**src/rtl/dma_port_arbiter.sv**
```systemverilog
// dma_port_arbiter: shares the single DMA/RAM byte port between two requesters.
// Grants one transaction at a time with round-robin priority, holds the DMA
// strobe until the matching done, then pulses a one-cycle ack (with read data)
// back to the winner. Every output is driven straight from a flop.
//
// Optional feature macro: DMA_TIMEOUT_EN
//   defined   -> a transfer with no matching done after TIMEOUT XFER cycles is
//                aborted and acked with err = 1.
//   undefined -> no counter, err is constant 0, XFER waits indefinitely.
module dma_port_arbiter #(
  parameter int unsigned ADDR_W  = 16,
  parameter int unsigned DATA_W  = 8,
  parameter int unsigned TIMEOUT = 255
) (
  input  logic              clk,
  input  logic              RST,
  // Requester 0
  input  logic              req0,
  input  logic              we0,
  input  logic [ADDR_W-1:0] addr0,
  input  logic [DATA_W-1:0] wdata0,
  output logic              gnt0,
  output logic              ack0,
  output logic [DATA_W-1:0] rdata0,
  // Requester 1
  input  logic              req1,
  input  logic              we1,
  input  logic [ADDR_W-1:0] addr1,
  input  logic [DATA_W-1:0] wdata1,
  output logic              gnt1,
  output logic              ack1,
  output logic [DATA_W-1:0] rdata1,
  // DMA port
  output logic [ADDR_W-1:0] dma_addr,
  output logic [DATA_W-1:0] dma_wdata,
  output logic              dma_rd,
  output logic              dma_wr,
  input  logic [DATA_W-1:0] dma_rdata,
  input  logic              dma_done_rd,
  input  logic              dma_done_wr,
  // Status
  output logic              busy,
  output logic              err,
  output logic              last_gnt
);

  typedef enum logic [1:0] {
    StIdle = 2'd0,
    StXfer = 2'd1,
    StAck  = 2'd2
  } arbState;

  arbState stateQ, stateD;

  logic [1:0]        gntQ, gntD;
  logic [1:0]        ackQ, ackD;
  logic [DATA_W-1:0] rdata0Q, rdata0D;
  logic [DATA_W-1:0] rdata1Q, rdata1D;
  logic [ADDR_W-1:0] dmaAddrQ, dmaAddrD;
  logic [DATA_W-1:0] dmaWdataQ, dmaWdataD;
  logic              dmaRdQ, dmaRdD;
  logic              dmaWrQ, dmaWrD;
  logic              busyQ, busyD;
  logic              errQ, errD;
  logic              lastGntQ, lastGntD;
  // Latched direction and owner of the transaction in flight.
  logic              weQ, weD;
  logic              ownerQ, ownerD;
  // Requester preferred on a tie; separate from last_gnt so that requester 0
  // wins the first tie after reset even though last_gnt also resets to 0.
  logic              prefQ, prefD;

  logic              winner;
  logic              doneMatch;

`ifdef DMA_TIMEOUT_EN
  localparam int unsigned CntW = ($clog2(TIMEOUT + 1) > 8) ? $clog2(TIMEOUT + 1) : 8;
  localparam logic [CntW-1:0] TimeoutCnt = CntW'(TIMEOUT);

  logic [CntW-1:0] cntQ, cntD;
  logic [CntW-1:0] cntInc;

  assign cntInc = cntQ + 1'b1;
`else
  logic unusedTimeout;
  assign unusedTimeout = (TIMEOUT == 0);
`endif

  // Completion only counts for the done that matches the latched direction.
  assign doneMatch = weQ ? dma_done_wr : dma_done_rd;

  // State and output registers, synchronous active-low reset.
  always_ff @(posedge clk) begin
    if (!RST) begin
      stateQ    <= StIdle;
      gntQ      <= 2'b00;
      ackQ      <= 2'b00;
      rdata0Q   <= '0;
      rdata1Q   <= '0;
      dmaAddrQ  <= '0;
      dmaWdataQ <= '0;
      dmaRdQ    <= 1'b0;
      dmaWrQ    <= 1'b0;
      busyQ     <= 1'b0;
      errQ      <= 1'b0;
      lastGntQ  <= 1'b0;
      weQ       <= 1'b0;
      ownerQ    <= 1'b0;
      prefQ     <= 1'b0;
`ifdef DMA_TIMEOUT_EN
      cntQ      <= '0;
`endif
    end else begin
      stateQ    <= stateD;
      gntQ      <= gntD;
      ackQ      <= ackD;
      rdata0Q   <= rdata0D;
      rdata1Q   <= rdata1D;
      dmaAddrQ  <= dmaAddrD;
      dmaWdataQ <= dmaWdataD;
      dmaRdQ    <= dmaRdD;
      dmaWrQ    <= dmaWrD;
      busyQ     <= busyD;
      errQ      <= errD;
      lastGntQ  <= lastGntD;
      weQ       <= weD;
      ownerQ    <= ownerD;
      prefQ     <= prefD;
`ifdef DMA_TIMEOUT_EN
      cntQ      <= cntD;
`endif
    end
  end

  // Next-state and next-output logic for the IDLE/XFER/ACK arbiter.
  always_comb begin
    stateD    = stateQ;
    gntD      = gntQ;
    ackD      = 2'b00;
    rdata0D   = rdata0Q;
    rdata1D   = rdata1Q;
    dmaAddrD  = dmaAddrQ;
    dmaWdataD = dmaWdataQ;
    dmaRdD    = dmaRdQ;
    dmaWrD    = dmaWrQ;
    busyD     = busyQ;
    errD      = 1'b0;
    lastGntD  = lastGntQ;
    weD       = weQ;
    ownerD    = ownerQ;
    prefD     = prefQ;
    winner    = 1'b0;
`ifdef DMA_TIMEOUT_EN
    cntD      = cntQ;
`endif

    unique case (stateQ)
      StIdle: begin
        if (req0 || req1) begin
          // Tie goes to the preferred requester; otherwise the lone requester.
          winner       = (req0 && req1) ? prefQ : req1;
          ownerD       = winner;
          weD          = winner ? we1 : we0;
          dmaAddrD     = winner ? addr1 : addr0;
          dmaWdataD    = winner ? wdata1 : wdata0;
          dmaWrD       = weD;
          dmaRdD       = !weD;
          gntD         = 2'b00;
          gntD[winner] = 1'b1;
          busyD        = 1'b1;
`ifdef DMA_TIMEOUT_EN
          cntD         = '0;
`endif
          stateD       = StXfer;
        end
      end

      StXfer: begin
        if (doneMatch) begin
          dmaRdD       = 1'b0;
          dmaWrD       = 1'b0;
          if (!weQ) begin
            if (ownerQ) rdata1D = dma_rdata;
            else        rdata0D = dma_rdata;
          end
          ackD[ownerQ] = 1'b1;
          lastGntD     = ownerQ;
          prefD        = !ownerQ;
          stateD       = StAck;
        end
`ifdef DMA_TIMEOUT_EN
        else if (cntInc == TimeoutCnt) begin
          // Abort: ack with err, read data left untouched.
          dmaRdD       = 1'b0;
          dmaWrD       = 1'b0;
          ackD[ownerQ] = 1'b1;
          errD         = 1'b1;
          lastGntD     = ownerQ;
          prefD        = !ownerQ;
          stateD       = StAck;
        end else begin
          cntD = cntInc;
        end
`endif
      end

      StAck: begin
        gntD   = 2'b00;
        busyD  = 1'b0;
        stateD = StIdle;
      end

      default: begin
        gntD   = 2'b00;
        busyD  = 1'b0;
        dmaRdD = 1'b0;
        dmaWrD = 1'b0;
        stateD = StIdle;
      end
    endcase
  end

  assign gnt0      = gntQ[0];
  assign gnt1      = gntQ[1];
  assign ack0      = ackQ[0];
  assign ack1      = ackQ[1];
  assign rdata0    = rdata0Q;
  assign rdata1    = rdata1Q;
  assign dma_addr  = dmaAddrQ;
  assign dma_wdata = dmaWdataQ;
  assign dma_rd    = dmaRdQ;
  assign dma_wr    = dmaWrQ;
  assign busy      = busyQ;
  assign err       = errQ;
  assign last_gnt  = lastGntQ;

  gntOneHot: assert property (@(posedge clk) !(gntQ[0] && gntQ[1]));
  ackOneHot: assert property (@(posedge clk) !(ackQ[0] && ackQ[1]));
  strobeOneHot: assert property (@(posedge clk) !(dmaRdQ && dmaWrQ));

endmodule

```
**config.mk**
```make
export PLATFORM = sky130hd
export DESIGN_NAME = dma_port_arbiter
export DESIGN_NICKNAME = d
export VERILOG_FILES = /design/src/rtl/dma_port_arbiter.sv
export SDC_FILE = /design/constraint.sdc
export NUM_CORES = 1
export LEC_CHECK = 0
export ABC_AREA = 1
export BUFFER_PORTS_ARGS = -buffer_cell sky130_fd_sc_hd__buf_2
export CORE_ASPECT_RATIO = 1.1
export CORE_MARGIN = 2
export CORE_UTILIZATION = 35
export CTS_CLUSTER_DIAMETER = 30
export DETAILED_ROUTE_END_ITERATION = 7
export PLACE_DENSITY = 0.77
export SLEW_MARGIN = 10
export SYNTH_ARGS = -nofsm -noshare
export SYNTH_HDL_FRONTEND = slang
export SYNTH_SLANG_ARGS = --single-unit
```
**constraint.sdc**
```tcl
create_clock -name clk -period 1.1 [get_ports clk]
set_input_delay 0 -clock clk [delete_from_list [all_inputs] [get_ports clk]]
set_output_delay 0 -clock clk [all_outputs]
set_load 0.005 [all_outputs]
```
==> metrics <==
H-tree depth 2; crit-path most repeated cell buf_4; Synth Register Bits 53; failing checks setup timing; Final Hold Vio Count 0; multiplexer share of the synthesized area 0%; CP Cell Sequence inv_2, buf_4, buf_4, nand3_1, nand2_2, a21oi_1, nor2_1; Yosys warnings 0; Clock Tree Buf Depth 2; Pwr Density 1240 mW/mm²; Vias 2,769; Reg area about 0.0011 mm²; I/O Buffers 111; largest net degree at the start of global routing 28; grt ovf 0; max-slew violations 0; Via density 4.989; Core Area 0.006927 mm²; DPL Wire Length 4.884 mm; highest-count cells in the layout ignoring fill and taps 111 x buf_2, 60 x nand2_1, 48 x dfxtp_1, 32 x a21oi_1, 31 x inv_1; status finished, violations left; initial core utilization 35.60%; DRT iter0 DRCs 121; ANT cells 0; Avg WL per Cell about 14 µm; Clock transition at path regs 0.10 ns; worst skew pair latency 0.31 ns; maximum vdd ir drop 0.0006436 V; Die X 84.04 µm; Synth Area in XOR/XNOR 0%; Setup WS post-layout -0.06958 ns; post-synthesis cell area between 0.002 and 0.0025 mm²; fin crit share 106.3%; Max Clock Freq about 860 MHz; Hold Crit Class in -> reg; CP max stage delay 0.39 ns; 1st-pass router iterations 4; Die H 92.04 µm; endpoint type of the worst setup path flip-flop; routability congestion estimate around 0.86; Place WS -0.08176 ns; register area share after synthesis 43.02%; commonest non-fill, non-tap cell in the layout buf_2; CTS tree yes; share of post-route cells with drive strength above 1 between 50% and 60%; largest family of logic cells by synthesized area simple AND/OR/NAND/NOR gates; Crit path arrival time ~1.4 ns; Die ar. 0.007734 mm²; unrepaired setup endpoints after global routing true; Simple-Gate Fraction of Synth Area 35.46%; FILL cells 597; Mapped Cells approximately 330; max-cap violations 0; antenna violations before repair 0; count of final setup violators 28; antenna viol nets, final 0; Final min period 1.170 ns; Layout area overhead 61.19%; synth unique cells 23; Clock Skews 0.009268 ns; Compound-Gate Fraction of Synth Area 9.741%; Req. time, crit path roughly 1.3 ns; cts bufs inserted 5; syn nets 390; Ports 113; area post-placement approximately 0.0032 mm²; Post-route DRC 0; Slowest cell on crit path dfxtp_2; Row Count 32; Lkg Pwr 0.001892 µW; CP Launch Type flip-flop; vias in the first global route 2,575; routed wire length 7.856 mm; average size of a mapped cell 7.565 µm²; Crit Path Category reg -> reg; Synth area leaders dfxtp_1 43%, nand2_1 12%, a21oi_1 9.5%; area of the multi-input gates 0.001438 mm²; crit-path max FO 2; all-layer global routing usage 17.81%; Post-Synth Adder-Cell Area 0%; clock sinks 53; first-pass GRT wire length between 10 and 15 mm; area leader, netlist dfxtp_1; root buffer cell clkbuf_8; Design Area, Final 0.003975 mm²; Final #Nets 533; share of the synthesized area in the top cell type 43.02%
==> metrics by stage <==
| step | TNS [ns] | power (µW) | cells | hold slack [ns] | utilization [%] |
|---|---|---|---|---|---|
| 2_1_floorplan | 0 | 2844 | 326 | 0.1415 | - |
| 3_3_place_gp | -0.3215 | 3292 | 524 | 0.2840 | 46.44 |
| 3_5_place_dp | -1.828 | 3320 | 524 | 0.2930 | 46.44 |
| 4_1_cts | -1.988 | 4634 | 545 | 0.003239 | 51.55 |
| 5_1_grt | -3.256 | 5171 | 555 | 0.03114 | 57.39 |
| 6_report | -1.057 | 4931 | 555 | 0.009725 | 57.39 |
==> layout make-up <==
type / count / share of cell area, %
clock buffer: 5 / 1.731
clock inverter: 3 / 0.5351
inverter: 36 / 4.123
multi-input combinational: 217 / 36.17
sequential: 53 / 26.91
tap: 85 / 2.675
timing repair buffer: 155 / 27.45
timing repair inverter: 1 / 0.4092
==> power breakdown <==
group	switching, µW	internal, µW	total, µW
registers	102	2070	2180
clock network	676	453	1130
logic	839	785	1620
==> cells in the mapped netlist <==
cell type,number
inv_2,1
buf_4,5
nand2_2,6
nand2_4,1
nor2_2,3
nand3_2,3
nor2_1,4
buf_1,4
a21oi_1,47
nand2_1,77
nor2_8,1
buf_6,6
o21ai_1,1
inv_6,1
nand3b_1,24
buf_2,3
dfxtp_1,53
nand4_1,16
conb_1,1
nor2_4,2
inv_1,34
clkbuf_1,3
nand3_1,30
==> routing by layer <==
metal / routed length [µm] / GRT usage [%]
met5: 0 / 0
met4: 157 / 4.839
met3: 490 / 3.510
met2: 4006 / 32.14
met1: 3201 / 21.40
==> kinds of logic after synthesis <==
group	Yosys count
simple gates	167
buf+inv	57
flops	53
compound gates	48
other cells	1
==> sequential cells by signal, indices dropped and copies added, names as in the netlist <==
signal / flops
dma_wr: 1
rdata1: 8
weQ: 1
rdata0: 8
prefQ: 1
busy: 1
ackQ: 2
dma_addr: 16
stateQ: 2
dma_rd: 1
last_gnt: 1
ownerQ: 1
gntQ: 2
dma_wdata: 8
==> final timing paths <==
check                          from                endpoint  slack, ns  cells past startpoint
max          stateQ[1]$_SDFFE_PN0P_     dma_wr$_SDFFE_PN0P_      -0.07                      7
min                             we0     dma_rd$_SDFFE_PN0P_       0.01                      4
max reg2reg  stateQ[1]$_SDFFE_PN0P_     dma_wr$_SDFFE_PN0P_      -0.07                      7
min reg2reg  rdata1[1]$_SDFFE_PN0P_  rdata1[1]$_SDFFE_PN0P_       0.47                      2
==> critical path: cells and delay by family (launching register included) <==
| family | cells | cell delay, ns |
|---|---|---|
| flip-flops | 1 | 0.39 |
| AO/OA/AOI/OAI | 1 | 0.15 |
| AND/OR/NAND/NOR | 3 | 0.21 |
| buffers and inverters | 3 | 0.32 |
==> what timing repair did <==
action | in CTS | in global routing
hold buffers | 9 | 0
pin swaps | 16 | 27
gates cloned | 2 | 5
setup endpoints to repair | 49 | 53
hold endpoints to repair | 17 | 0
buffers inserted | 3 | 6
gates resized for setup | 25 | 70
No activity file was read; power rests on OpenSTA's default activity.
